<file path="src/rtl/dual_rail_pkg.sv">
// Shared helpers for dual-rail channel adapters: FSM state encoding and the
// per-bit dual-rail encoder (d -> {d0, d1} = {~d, d}).
package dual_rail_pkg;

   typedef logic [1:0] dr_state_t;

   localparam dr_state_t StWaitLow  = 2'd0;
   localparam dr_state_t StIdle     = 2'd1;
   localparam dr_state_t StWaitData = 2'd2;
   localparam dr_state_t StDrive    = 2'd3;

   // Returns {zero rail, one rail} for a single data bit.
   function automatic logic [1:0] dr_encode_bit(input logic d);
      return {~d, d};
   endfunction

endpackage

</file>
<file path="src/rtl/dual_pull_resp_fifo.sv">
// Input buffer for dual_pull_resp: DEPTH-entry FIFO with a registered ready
// flag that is low during reset and whenever the FIFO is full.
module dual_pull_resp_fifo #(
   parameter int unsigned WIDTH = 128,
   parameter int unsigned DEPTH = 2,
   parameter int unsigned CntW  = $clog2(DEPTH + 1)
) (
   input  logic             clk_i,
   input  logic             rst_i,
   input  logic             push_i,
   input  logic             pop_i,
   input  logic [WIDTH-1:0] wdata_i,
   output logic [WIDTH-1:0] rdata_o,
   output logic [CntW-1:0]  count_o,
   output logic             ready_o
);

   localparam int unsigned PtrW = (DEPTH > 1) ? $clog2(DEPTH) : 1;

   logic [WIDTH-1:0] mem_q [DEPTH];
   logic [PtrW-1:0]  wr_ptr_q, wr_ptr_d;
   logic [PtrW-1:0]  rd_ptr_q, rd_ptr_d;
   logic [CntW-1:0]  count_q, count_d;
   logic             ready_q, ready_d;
   logic             push, pop;

   // Ready is registered from the count, so it stays low on a full cycle even if a pop occurs.
   assign push = push_i & ready_q;
   assign pop  = pop_i & (count_q != '0);

   always_comb begin
      wr_ptr_d = wr_ptr_q;
      rd_ptr_d = rd_ptr_q;
      count_d  = count_q;
      if (push) begin
         wr_ptr_d = (wr_ptr_q == PtrW'(DEPTH - 1)) ? '0 : wr_ptr_q + PtrW'(1);
      end
      if (pop) begin
         rd_ptr_d = (rd_ptr_q == PtrW'(DEPTH - 1)) ? '0 : rd_ptr_q + PtrW'(1);
      end
      if (push && !pop) begin
         count_d = count_q + CntW'(1);
      end else if (pop && !push) begin
         count_d = count_q - CntW'(1);
      end
      ready_d = (count_d < CntW'(DEPTH));
   end

   always_ff @(posedge clk_i) begin
      if (rst_i) begin
         wr_ptr_q <= '0;
         rd_ptr_q <= '0;
         count_q  <= '0;
         ready_q  <= 1'b0;
      end else begin
         wr_ptr_q <= wr_ptr_d;
         rd_ptr_q <= rd_ptr_d;
         count_q  <= count_d;
         ready_q  <= ready_d;
      end
   end

   always_ff @(posedge clk_i) begin
      if (push) begin
         mem_q[wr_ptr_q] <= wdata_i;
      end
   end

   assign rdata_o = mem_q[rd_ptr_q];
   assign count_o = count_q;
   assign ready_o = ready_q;

endmodule

</file>
<file path="src/rtl/dual_pull_resp.sv">
// Passive data-bearing end of a four-phase dual-rail pull channel, fed by a FIFO.
// Define DUAL_PULL_RESP_SYNC_EN to pass req through a two-flop synchronizer.
module dual_pull_resp
   import dual_rail_pkg::*;
#(
   parameter int unsigned WIDTH = 128,
   parameter int unsigned DEPTH = 2
) (
   input  logic             clk,
   input  logic             initialise,
   input  logic             in_valid,
   output logic             in_ready,
   input  logic [WIDTH-1:0] in_data,
   input  logic             req,
   output logic [WIDTH-1:0] ack_d0,
   output logic [WIDTH-1:0] ack_d1,
   output logic [15:0]      rsp_count
);

   localparam int unsigned CntW = $clog2(DEPTH + 1);

   logic             req_s;
   logic             pop;
   logic             has_data;
   logic [WIDTH-1:0] fifo_rdata;
   logic [CntW-1:0]  fifo_count;
   logic [WIDTH-1:0] enc_d0, enc_d1;

   dr_state_t        state_q, state_d;
   logic [WIDTH-1:0] ack_d0_q, ack_d0_d;
   logic [WIDTH-1:0] ack_d1_q, ack_d1_d;
   logic [15:0]      rsp_count_q, rsp_count_d;

`ifdef DUAL_PULL_RESP_SYNC_EN
   logic req_s1_q, req_s2_q;

   always_ff @(posedge clk) begin
      if (initialise) begin
         req_s1_q <= 1'b0;
         req_s2_q <= 1'b0;
      end else begin
         req_s1_q <= req;
         req_s2_q <= req_s1_q;
      end
   end

   assign req_s = req_s2_q;
`else
   assign req_s = req;
`endif

   dual_pull_resp_fifo #(
      .WIDTH (WIDTH),
      .DEPTH (DEPTH),
      .CntW  (CntW)
   ) u_fifo (
      .clk_i   (clk),
      .rst_i   (initialise),
      .push_i  (in_valid),
      .pop_i   (pop),
      .wdata_i (in_data),
      .rdata_o (fifo_rdata),
      .count_o (fifo_count),
      .ready_o (in_ready)
   );

   assign has_data = (fifo_count != '0);

   always_comb begin
      enc_d0 = '0;
      enc_d1 = '0;
      for (int i = 0; i < int'(WIDTH); i++) begin
         {enc_d0[i], enc_d1[i]} = dr_encode_bit(fifo_rdata[i]);
      end
   end

   always_comb begin
      state_d     = state_q;
      ack_d0_d    = ack_d0_q;
      ack_d1_d    = ack_d1_q;
      rsp_count_d = rsp_count_q;
      pop         = 1'b0;
      case (state_q)
         StWaitLow: begin
            if (!req_s) begin
               state_d = StIdle;
            end
         end
         StIdle: begin
            if (req_s) begin
               if (has_data) begin
                  pop      = 1'b1;
                  ack_d0_d = enc_d0;
                  ack_d1_d = enc_d1;
                  state_d  = StDrive;
               end else begin
                  state_d = StWaitData;
               end
            end
         end
         // A falling req here is a protocol violation and deliberately ignored.
         StWaitData: begin
            if (has_data) begin
               pop      = 1'b1;
               ack_d0_d = enc_d0;
               ack_d1_d = enc_d1;
               state_d  = StDrive;
            end
         end
         StDrive: begin
            if (!req_s) begin
               ack_d0_d    = '0;
               ack_d1_d    = '0;
               rsp_count_d = rsp_count_q + 16'd1;
               state_d     = StIdle;
            end
         end
         default: state_d = StWaitLow;
      endcase
   end

   always_ff @(posedge clk) begin
      if (initialise) begin
         state_q     <= StWaitLow;
         ack_d0_q    <= '0;
         ack_d1_q    <= '0;
         rsp_count_q <= '0;
      end else begin
         state_q     <= state_d;
         ack_d0_q    <= ack_d0_d;
         ack_d1_q    <= ack_d1_d;
         rsp_count_q <= rsp_count_d;
      end
   end

   assign ack_d0    = ack_d0_q;
   assign ack_d1    = ack_d1_q;
   assign rsp_count = rsp_count_q;

endmodule

</file>
<file path="config.mk">
export PLATFORM = sky130hd
export DESIGN_NAME = dual_pull_resp
export DESIGN_NICKNAME = d
export VERILOG_FILES = /design/src/rtl/dual_rail_pkg.sv /design/src/rtl/dual_pull_resp_fifo.sv /design/src/rtl/dual_pull_resp.sv
export SDC_FILE = /design/constraint.sdc
export NUM_CORES = 1
export LEC_CHECK = 0
export CAP_MARGIN = 20
export CORE_MARGIN = 2
export CORE_UTILIZATION = 42
export DETAILED_ROUTE_END_ITERATION = 10
export PLACE_DENSITY = 0.66
export SLEW_MARGIN = 20
export SYNTH_ARGS = -nofsm -noshare
export SYNTH_HDL_FRONTEND = slang
export SYNTH_SLANG_ARGS = --single-unit
</file>
<file path="constraint.sdc">
create_clock -name clk -period 7.6 [get_ports clk]
set_clock_uncertainty 0.05 [all_clocks]
set_input_delay 1.14 -clock clk [delete_from_list [all_inputs] [get_ports clk]]
set_output_delay 1.14 -clock clk [all_outputs]
set_load 0.02 [all_outputs]
</file>
# ---- Yosys cells after proc, flatten, opt, wreduce, memory -nomap -nowiden
# Memories as Yosys holds them, arrays and structs flattened. A register that Yosys moved wholly into a read port is not among the register bits.
# Index checks and enable logic that the tools add are counted.
dict set report word_totals {
  reg_bits 279
  latchBits 0
  ramBits 256
  rom_bits 0
  in_bits 132
  mem_count 1
}
# memory words width rd rd_clocked_by_memory_dff wr line_no
set memory_table {}
lappend memory_table {u_fifo.mem_q 2 128 1 1 1 dual_pull_resp_fifo.sv:20} ;# logic [WIDTH-1:0] mem_q [DEPTH];
dict set report classes {
  addsub 5
  mul 0
  div_mod_pow 0
  order_cmp 1
  eq_ne 7
  shifts 0
  mux 23
  n_bitwise 131
  n_reduce_logical 11
}
# op count
set op_table {}
lappend op_table {{one-hot mux 128 bit (3 select lines)} 2}
lappend op_table {{two-way mux 128 bit} 5}
lappend op_table {{inverter 1 bit} 129}
lappend op_table {{adder 16 x 1 -> 16 bit (second input constant)} 1}
lappend op_table {{two-way mux 2 bit} 5}
lappend op_table {{two-way mux 1 bit} 9}
lappend op_table {{inequality test 2 bit (second input constant)} 4}
lappend op_table {{one-hot mux 2 bit (3 select lines)} 1}
lappend op_table {{AND reduction 3 bit} 2}
lappend op_table {{== test 2 bit (second input constant)} 2}
lappend op_table {{nonzero test 3 bit} 1}
lappend op_table {{adder 1 bit (second input constant)} 2}
lappend op_table {{adder 2 x 1 -> 2 bit (second input constant)} 1}
lappend op_table {{AND 1 bit} 2}
lappend op_table {{== test 2 x 1 -> 1 bit (second input constant)} 1}
lappend op_table {{logical AND 1 bit} 2}
lappend op_table {{zero test 1 bit} 2}
lappend op_table {{zero test 2 bit} 1}
lappend op_table {{< comparator 2 bit (second input constant)} 1}
lappend op_table {{one-hot mux 1 bit (2 select lines)} 1}
lappend op_table {{AND reduction 2 bit} 1}
lappend op_table {{nonzero test 2 bit} 1}
lappend op_table {{OR reduction 2 bit} 1}
lappend op_table {{subtractor 2 x 1 -> 2 bit (second input constant)} 1}

# ---- Longest topological paths before layout
# Gate-level depths: netlist (run 1).
dict set report logic_depth {
  ltp_word 9
  mapped_depth 9
  mapped_depth_nobuf 9
}

# ---- Hierarchy
# A second synthesis (run 1) with hierarchy kept.
dict set report hier_totals {
  hier_cells 1678
  area_unflattened_um2 20150.6
}
# module instances cells_each area_per_inst_um2
set by_module_without_submodules {}
lappend by_module_without_submodules {dual_pull_resp 1 1245 10581.4}
lappend by_module_without_submodules {dual_pull_resp_fifo 1 433 9569.2}

# ---- Worst setup path after synthesis (run 1)
# OpenSTA, ideal clock, no wires.
dict set report synth_path {
  path_type {input to register}
  start {input in_valid}
  end {memory u_fifo.mem_q[0][0] (enable)}
  setup_time_ns 0.617
  t_arrival_ns 6.580
  required_ns 6.933
  slack_ns 0.353
  path_stages 2
  path_cell_list {nand2_1 -> nor2_1}
}
dict set report synth_between {
  elab_chain_cells 3
}
# element line_no
set synth_lines {}
lappend synth_lines {{from (decl)} dual_pull_resp.sv:11} ;# input logic in_valid,
lappend synth_lines {{AND 1 bit} dual_pull_resp_fifo.sv:28} ;# assign push = push_i & ready_q;
lappend synth_lines {{two-way mux 1 bit} dual_pull_resp_fifo.sv:64} ;# if (push) begin
lappend synth_lines {{two-way mux 1 bit (implied by the code)} dual_pull_resp_fifo.sv:65} ;# mem_q[wr_ptr_q] <= wdata_i;
lappend synth_lines {{to (decl)} dual_pull_resp_fifo.sv:20}
# Every way passes these cells.

# ---- Worst setup path in the final report (run 1)
dict set report layout_path {
  start {input req}
  end {register ack_d1_q[82] (netlist: ack_d1[82])}
}
dict set report layout_between {
  elab_chain_cells 2
  word_cells_on_any_way 3
}
# element line_no
set layout_lines {}
lappend layout_lines {{from (decl)} dual_pull_resp.sv:14} ;# input logic req,
lappend layout_lines {{inequality test 2 bit (no source line)} --}
lappend layout_lines {{AND reduction 3 bit (no source line) *} --}
lappend layout_lines {{to (signal assigned)} dual_pull_resp.sv:131} ;# ack_d1_q <= ack_d1_d;
lappend layout_lines {{to (decl)} dual_pull_resp.sv:31} ;# logic [WIDTH-1:0] ack_d1_q, ack_d1_d;
# Every way passes the cells marked *; elsewhere a longest branch is shown, timed or not.
# A chain may end at the register's enable or synchronous reset.

==> results of run 1 <==
power breakdown:
group	internal, W	leakage, nW	switching, W	total [W]
registers	0.00330	4.61	0.000123	0.00342
logic	0.000611	3.01	0.000824	0.00143
clock network	0.00164	0.916	0.00109	0.00273
worst max-delay path by stage:
stage / start / end / slack, ns / cells past startpoint
after floorplan: in_valid / u_fifo.mem_q[0][0] / 0.35 / 2
after global placement: in_valid / u_fifo.mem_q[0][105] / 3.49 / 4
after detailed placement: req / ack_d1[55] / 3.51 / 7
after CTS: req / ack_d1[60] / 4.15 / 7
after global routing: req / ack_d1[51] / 3.87 / 7
final: req / ack_d1[82] / 4.02 / 7
layout make-up:
class                           instances  area (um2)  share of cell area, %
Sequential cell                       536       13300                   50.3
Multi-Input combinational cell       1002        6290                   23.8
Timing Repair Buffer                  417        4180                   15.8
Clock buffer                           77        1600                   6.07
Tap cell                              615         769                   2.91
Clock inverter                         25         253                  0.956
Inverter                                9        33.8                  0.128
Antenna cell                            1        2.50                0.00947
critical path, stage by stage:
cell and delay, ns:
clkdlybuf4s50_1 0.58, or2b_2 0.42, o211ai_4 0.10, buf_4 0.54, buf_12 0.52, or3b_1 0.22, a21oi_1 0.08
kinds of logic (layout without fill, tap and decap cells):
family,count (synthesis),count (layout),share of synthesized area (%)
AOI/OAI and AO/OA,274,274,6.89
adders and majority gates,9,9,0.554
other,0,1,0
muxes,130,130,7.00
and+or+nand+nor,577,577,15.9
DFF,536,536,65.4
xor gates and xnor gates,12,12,0.517
buffers and inverters,139,528,3.80
layout by cell type, fill, tap and decap left out, drive strengths merged, types with 14 or more instances in the layout:
master         netlist  routed
or3b               128     128
dfxtp              280     280
clkinv               0      17
a21oi              264     264
mux2                98      98
mux2i               32      32
edfxtp             256     256
clkdlybuf4s50        0     403
clkbuf              64      77
or3                131     131
nand2              266     266
buf                 66      14
nor2                22      22
state kept, by name, summed over array words and instances (netlist names), named ones only:
register / flops
state_q: 2
u_fifo.rd_ptr_q: 1
ack_d1: 128
ack_d0: 128
rsp_count: 16
u_fifo.mem_q: 256
u_fifo.wr_ptr_q: 1
u_fifo.count_o: 1
u_fifo.ready_o: 1
metal layers:
| layer | vias to the layer above | GRT usage [%] |
|---|---|---|
| met5 | - | 0 |
| met4 | 6 | 5.27 |
| met3 | 64 | 6.35 |
| met2 | 351 | 30.6 |
| met1 | 6523 | 23.9 |
| li1 | 6670 | - |
through the flow:
step	cells	utilization (%)	setup slack, ns	hold slack, ns
3_5_place_dp	2579	51.4	3.51	0.393
5_1_grt	2682	55.3	3.87	0.416
4_1_cts	2681	55.3	4.15	0.400
3_3_place_gp	2579	51.4	3.49	0.387
2_1_floorplan	1677	-	0.353	0.407
6_report	2682	55.3	4.02	0.396
==> metrics, run 1 <==
fill count=~4,100; Final Instance Area=roughly 0.026 mm2; fin. max-slew vios=0; critical path required time=between 7 and 8 ns; Die X=between 200 and 250 um; Core Box Area=approximately 0.048 mm2; worst r2r src=state_q[0]; Arrival @ worst endpoint=3.96 ns; Slew headroom=between 30% and 40%; status=completed; TritonCTS buffer count=between 50 and 60; Cell variety after synth=38; H-tree Lvls=2; Final Setup Violations=0; postcts setup bufs=0; Final nets=between 2,000 and 2,500; WHS Endpoint=ack_d0[95]; worst vdd ir=around 0.00019 V; Worst Path Class, Setup=in -> reg; wire length on met2=approximately 23,000 um; Slew @ Worst Pin=slightly below 1 ns; Synth area leaders=edfxtp_1, dfxtp_1, a21oi_1, or3b_1, mux2_2; WL final=48,700 um; Async S/R FF share, synth=0%; pin count of the biggest net entering global routing=between 200 and 250; initial antenna violation count=4; cell leakage power=approximately 8.5 nW; Area Overhead vs Synth=30.0%; layout cells sized above 1=roughly a tenth; Sink Count=between 500 and 600; DR vias=approximately 14,000; post-synth top area cell=edfxtp_1; GP Congestion=0.816; ANT nets after route=0; Hold Crit Class=reg -> reg; min-delay src=ack_d0[95]; Synth Warn #=0; hpwl dp=30,600 um; top_reg_cell synth=dfxtp_1; syn nets=about 1,800; WL/cell=18.2 um; Post-synth EDFFs=~260; #FFs+latches synth=between 500 and 600; RSZ-0062 raised after global routing=no; Clk Latency, worst-skew pair=0.58 ns; first-pass GRT wire length=between 70,000 and 80,000 um; DRT Pass-1 Iters=5; Post-DP Area=0.0246 mm2; Worst-path clk slew=around 0.06 ns; met3 routed WL=roughly 4000 um; CP Launch Type=input port; share of the synthesized area in the top cell type=37.8%; CTS Root Cell=clkbuf_16; post-CTS resize count=0; capture point of the worst reg-to-reg path=ack_d1[82]; hold path depth=2; clk buf depth=3; CTS tree=yes; # port buffers=between 400 and 500; crit path max fanout=221; highest routed layer=met5; floorplan row count=80; most instantiated cells after synthesis=dfxtp_1, nand2_1, a21oi_1, edfxtp_1, or3_1; wl on met1=roughly 21,000 um; Sum Neg Setup Slack=0 ns; most frequent cell after synthesis=dfxtp_1; crit path capture type=flip-flop; pwr dens=~290 mW/mm2; Die H=224 um; Via-to-Cell Ratio=5.08; Residual DRC=0; vias in the first global route=13,100; Global Route Usage Sum=a little under a fifth; FMAX=roughly 0.28 GHz; max cap viols=0; Reg2Reg Depth=5; total grt overflow=0; Ports=between 400 and 500; Hold Vio Cnt, Final=0; Mapped Avg Cell Area=between 10 and 15 um2; # hold bufs at CTS=0; DIE AREA=0.0502 mm2; total power=between 0.007 and 0.008 W; Initial Util=between 40% and 50%; Tmin final=between 3 and 4 ns; synthesized area=0.0203 mm2; worst reg-to-reg setup slack=~4.3 ns; period utilisation layout=between 40% and 50%; synthesized instance count=between 1,500 and 2,000; post-synthesis sequential area ratio=about 65%; First DRT Iteration DRCs=685
No activity file was read; power rests on OpenSTA's default activity.
==> run 2, diff against run 1 <==
Clock period 7.6 ns to 3.25 ns, I/O delays scaled along.
==> metrics, run 2 (synthesis gave the netlist of run 1 again) <==
pwr dens=664 mW/mm2 (+130%); floorplan row count=80 (unchanged); worst r2r src=state_q[0]; worst reg-to-reg setup slack=0.77 ns (-3.54 ns); Worst path most repeated cell=buf_12; Multi-input gate area=0.00629 mm2 (unchanged); first-pass GRT wire length=78,000 um (+4.9%); status=completed; Hold Vio Cnt, Final=0 (unchanged); CTS Root Cell=clkbuf_16; slowest stage cell, crit path=dfxtp_1; post-CTS resize count=0 (unchanged); Reg2Reg Depth=7 (+2); hold path depth=2 (unchanged); postcts setup bufs=0 (unchanged); Biggest register=u_fifo.mem_q; total grt overflow=0 (unchanged); max cap viols=0 (unchanged); fill count=3,940 (-2.8%); period utilisation layout=between 70% and 80%; Final Setup Violations=0 (unchanged); Global Route Usage Sum=19.9% (+1.1 points); Sum Neg Setup Slack=0 ns (unchanged); WL/cell=19.0 um (+4.5%); max reg flops=256 (unchanged); slowest stage delay, CP=0.44 ns (-0.14 ns); Area Overhead vs Synth=31.2%; CTS tree=yes; Arrival @ worst endpoint=2.97 ns (-0.99 ns); commonest non-fill, non-tap cells in the layout=clkdlybuf4s50_1, dfxtp_1, nand2_1; Final nets=2,181 (+0.93%); pre-CTS setup slack=0.552 ns (-2.95 ns); Tmin final=around 2.5 ns; Final Instance Area=0.0267 mm2 (+0.95%); Ports=405 (unchanged); crit path capture type=flip-flop; clk buf depth=3 (unchanged); DR vias=13,900 (+2.4%); First DRT Iteration DRCs=721 (+5.3%); Worst path top cell family by delay=simple AND/OR/NAND/NOR gates; DIE AREA=0.0502 mm2 (unchanged); # port buffers=404 (unchanged); H-tree Lvls=2 (unchanged); initial antenna violation count=10 (+6); Die H=224 um (unchanged); layout cells sized above 1=10.5% (+0.62 points); Sink Count=536 (unchanged); Post-DP Area=0.0249 mm2 (+1.2%); crit path max fanout=59 (-73%); Via-to-Cell Ratio=5.15 (+1.5%); RSZ-0062 raised after global routing=no; fin. max-slew vios=0 (unchanged); setup ws final=0.766 ns (-3.25 ns); Worst Path Class, Setup=reg -> reg; critical path required time=3.73 ns (-4.25 ns); Core Box Area=0.0477 mm2 (unchanged); Slew headroom=47.1% (+13 points); WHS Endpoint=rsp_count[7]; WL final=51,400 um (+5.4%); min-delay src=initialise; Initial Util=42.6% (unchanged); Worst-path clk slew=0.06 ns (about the same); Hold Crit Class=in -> reg; FF/Latch Area=0.0133 mm2 (unchanged); Die X=224 um (unchanged); TritonCTS buffer count=55 (+1.9%); Clk Latency, worst-skew pair=0.60 ns (+0.02 ns); worst vdd ir=0.000392 V (+110%); GP Congestion=0.811 (-0.66%); Slew @ Worst Pin=0.794 ns (-0.188 ns); cell leakage power=8.65 nW (+1.3%); CP Buf/Inv Count=2 (-1); FMAX=~0.4 GHz; hpwl dp=33,400 um (+9.1%); CP Launch Type=flip-flop; ANT nets after route=0 (unchanged); vias in the first global route=13,900 (+5.9%); # hold bufs at CTS=0 (unchanged); capture point of the worst reg-to-reg path=ack_d1[60]; DRT Pass-1 Iters=5 (unchanged); Residual DRC=0 (unchanged); Critical Path, Cell by Cell=ha_4 > nor2b_4 > o211ai_4 > buf_12 > buf_12 > or3b_1 > a21oi_1; most common cell after layout, fill and taps aside=clkdlybuf4s50_1; pin count of the biggest net entering global routing=147 (-34%)
run 2: final cells by class:
type / count / area share [%]
Antenna cell: 4 / 0.0375
Sequential cell: 536 / 49.8
Clock inverter: 23 / 0.858
Clock buffer: 80 / 5.89
Tap cell: 615 / 2.88
Multi-Input combinational cell: 1002 / 23.6
Inverter: 9 / 0.127
Timing Repair Buffer: 436 / 16.8
run 2: worst max path at each step:
stage	start	to	slack (ns)	depth (start not counted)
after CTS	state_q[0]	ack_d1[60]	0.77	7
after global placement	req	ack_d0[44]	0.60	6
after floorplan	u_fifo.ready_o	u_fifo.mem_q[0][0]	0.24	2
after global routing	state_q[0]	ack_d1[53]	0.64	7
after detailed placement	req	ack_d1[60]	0.55	7
final	state_q[0]	ack_d1[60]	0.77	7
run 2: where the power goes:
part | leakage [nW] | switching (W) | internal (W) | total, W
Sequential | 4.61 | 0.000326 | 0.00771 | 0.00803
Clock | 0.882 | 0.00260 | 0.00360 | 0.00619
Combinational | 3.16 | 0.00195 | 0.00153 | 0.00348
Total | 8.65 | 0.00487 | 0.0128 | 0.0177
run 2: through the flow:
step	total power [W]	util, %	hold slack [ns]	instances
after floorplan	0.0102	-	0.407	1677
after global placement	0.0116	52.1	0.387	2598
after detailed placement	0.0117	52.1	0.393	2598
after CTS	0.0179	55.9	0.359	2701
after global routing	0.0184	55.9	0.384	2703
final	0.0177	55.9	0.395	2705
run 2: per-layer routing:
layer | up-vias | share of wire (%) | GRT usage [%]
li1 | 6725 | - | -
met4 | 14 | 2.4 | 6.65
met5 | - | 0.18 | 0
met1 | 6745 | 43 | 25.9
met2 | 371 | 47 | 32.3
met3 | 85 | 6.6 | 5.19
==> run 3, diff against run 2 <==
Settings changed: PLACE_DENSITY 0.66 to 0.63.
Clock period 3.25 ns to 2.46 ns, I/O delays scaled along.
==> metrics, run 3 (synthesis gave the netlist of run 1 again) <==
postcts setup bufs=0 (unchanged); Area Overhead vs Synth=32.9%; max reg flops=256 (unchanged); final non-filler cell total=2,719 (+0.52%); fin. max-slew vios=0 (unchanged); Die H=224 um (unchanged); # port buffers=404 (unchanged); layout cells sized above 1=11.6% (+1.1 points); Die X=224 um (unchanged); status=completed; dpl cells=2,612 (+0.54%); CP Launch Type=flip-flop; # hold bufs at CTS=0 (unchanged); Tmin final=2.22 ns (-0.267 ns); post-CTS resize count=0 (unchanged); Residual DRC=0 (unchanged); Clk Latency, worst-skew pair=0.60 ns (about the same); critical path required time=2.92 ns (-0.81 ns); RSZ-0062 raised after global routing=no; Slew @ Worst Pin=0.964 ns (+0.170 ns); FMAX=0.451 GHz (+12%); WL/cell=18.3 um (-3.7%); Hold Crit Class=in -> reg; Worst Path Class, Setup=reg -> reg; WL final=49,700 um (-3.2%); Arrival @ worst endpoint=2.68 ns (-0.29 ns); Worst-path clk slew=0.06 ns (about the same); total power=0.0240 W (+36%); floorplan row count=80 (unchanged); Core Box Area=0.0477 mm2 (unchanged); GP Congestion=0.803 (-1.0%); Global Route Usage Sum=19.4% (-0.48 points); pin count of the biggest net entering global routing=131 (-11%); Initial Util=42.6% (unchanged); fill count=3,976 (+0.91%); DRT Pass-1 Iters=5 (unchanged); CTS Root Cell=clkbuf_16; crit path capture type=flip-flop; DR vias=13,800 (-0.86%); Slew headroom=35.7% (-11 points); First DRT Iteration DRCs=772 (+7.1%); most common cell after layout, fill and taps aside=clkdlybuf4s50_1; DIE AREA=0.0502 mm2 (unchanged); clk buf depth=3 (unchanged); commonest non-fill, non-tap cells in the layout=clkdlybuf4s50_1, dfxtp_1, nand2_1; Final Instance Area=0.0270 mm2 (+1.3%); CTS tree=yes; cell leakage power=8.83 nW (+2.1%); initial antenna violation count=4 (-6); max cap viols=0 (unchanged); crit path max fanout=30 (-49%); Antenna Diode Count=0 (-4); Biggest register=u_fifo.mem_q; ANT nets after route=0 (unchanged); Post-DP Area=0.0251 mm2 (+0.88%); Hold Vio Cnt, Final=0 (unchanged); worst vdd ir=0.000526 V (+34%); Multi-input gate area=0.00630 mm2 (+0.12%); TritonCTS buffer count=57 (+3.6%); FF/Latch Area=0.0133 mm2 (about the same); pwr dens=888 mW/mm2 (+34%); hpwl dp=32,600 um (-2.3%); post-layout util=56.6% (+0.71 points); Final nets=2,197 (+0.73%); total grt overflow=0 (unchanged); period utilisation layout=90.1% (+14 points); H-tree Lvls=2 (unchanged); Via-to-Cell Ratio=5.08 (-1.4%); Ports=405 (unchanged); vias in the first global route=13,700 (-0.90%); setup ws final=0.243 ns (-0.523 ns); Sink Count=536 (unchanged); pre-CTS setup slack=0.0502 ns (-0.502 ns); Final Setup Violations=0 (unchanged); first-pass GRT wire length=77,200 um (-1.0%)
## run 3: changes by cell type in the layout (fill, tap and decap cells not counted), moves of 2 or more
cell / before / now
clkbuf_8: 11 / 6
clkinv_2: 9 / 13
diode_2: 4 / 0
buf_12: 15 / 23
buf_4: 17 / 23
clkbuf_1: 15 / 10
bufinv_16: 3 / 5
clkbuf_16: 55 / 61
## run 3: layout make-up
cell class	instances	share of cell area (%)
sequential	536	49.2
multi-input combinational	1002	23.3
tap	615	2.85
clock inverter	30	1.06
inverter	9	0.125
timing repair buffer	450	17.3
clock buffer	77	6.09
## run 3: critical path: stages, from the launching register on
cell	delay, ns
dfxtp_1	0.43
ha_4	0.31
nor2b_4	0.27
o211ai_4	0.14
buf_12	0.19
buf_4	0.20
or3b_1	0.35
a21oi_1	0.17
## run 3: path summary, 6_finish.rpt
path | slack (ns) | to | depth (start not counted) | start
worst min-delay path | 0.15 | rsp_count[11] | 2 | initialise
worst max-delay path | 0.24 | ack_d0[115] | 7 | state_q[0]
worst min register to register | 0.40 | ack_d1[73] | 2 | ack_d1[73]
worst max register to register | 0.24 | ack_d0[115] | 7 | state_q[0]
## run 3: per-layer routing
metal | global-route usage, % | wire length (um) | vias up
met5 | 0 | 55 | -
met4 | 5.44 | 955 | 8
met3 | 6.19 | 4050 | 71
met2 | 31.8 | 23400 | 347
met1 | 24.8 | 21300 | 6637
li1 | - | - | 6757
## run 3: power breakdown
part / internal [W] / switching (W) / leakage [nW] / total [W]
combinational: 0.00214 / 0.00261 / 3.27 / 0.00474
sequential: 0.0102 / 0.000396 / 4.61 / 0.0106
clock: 0.00521 / 0.00347 / 0.954 / 0.00868
total: 0.0175 / 0.00648 / 8.83 / 0.0240
## run 3: per-stage QoR
step	TNS, ns	hold slack [ns]
final	0	0.153
after global routing	0	0.161
after CTS	0	0.138
after detailed placement	0	0.393
after global placement	0	0.388
after floorplan	-52.25	0.407
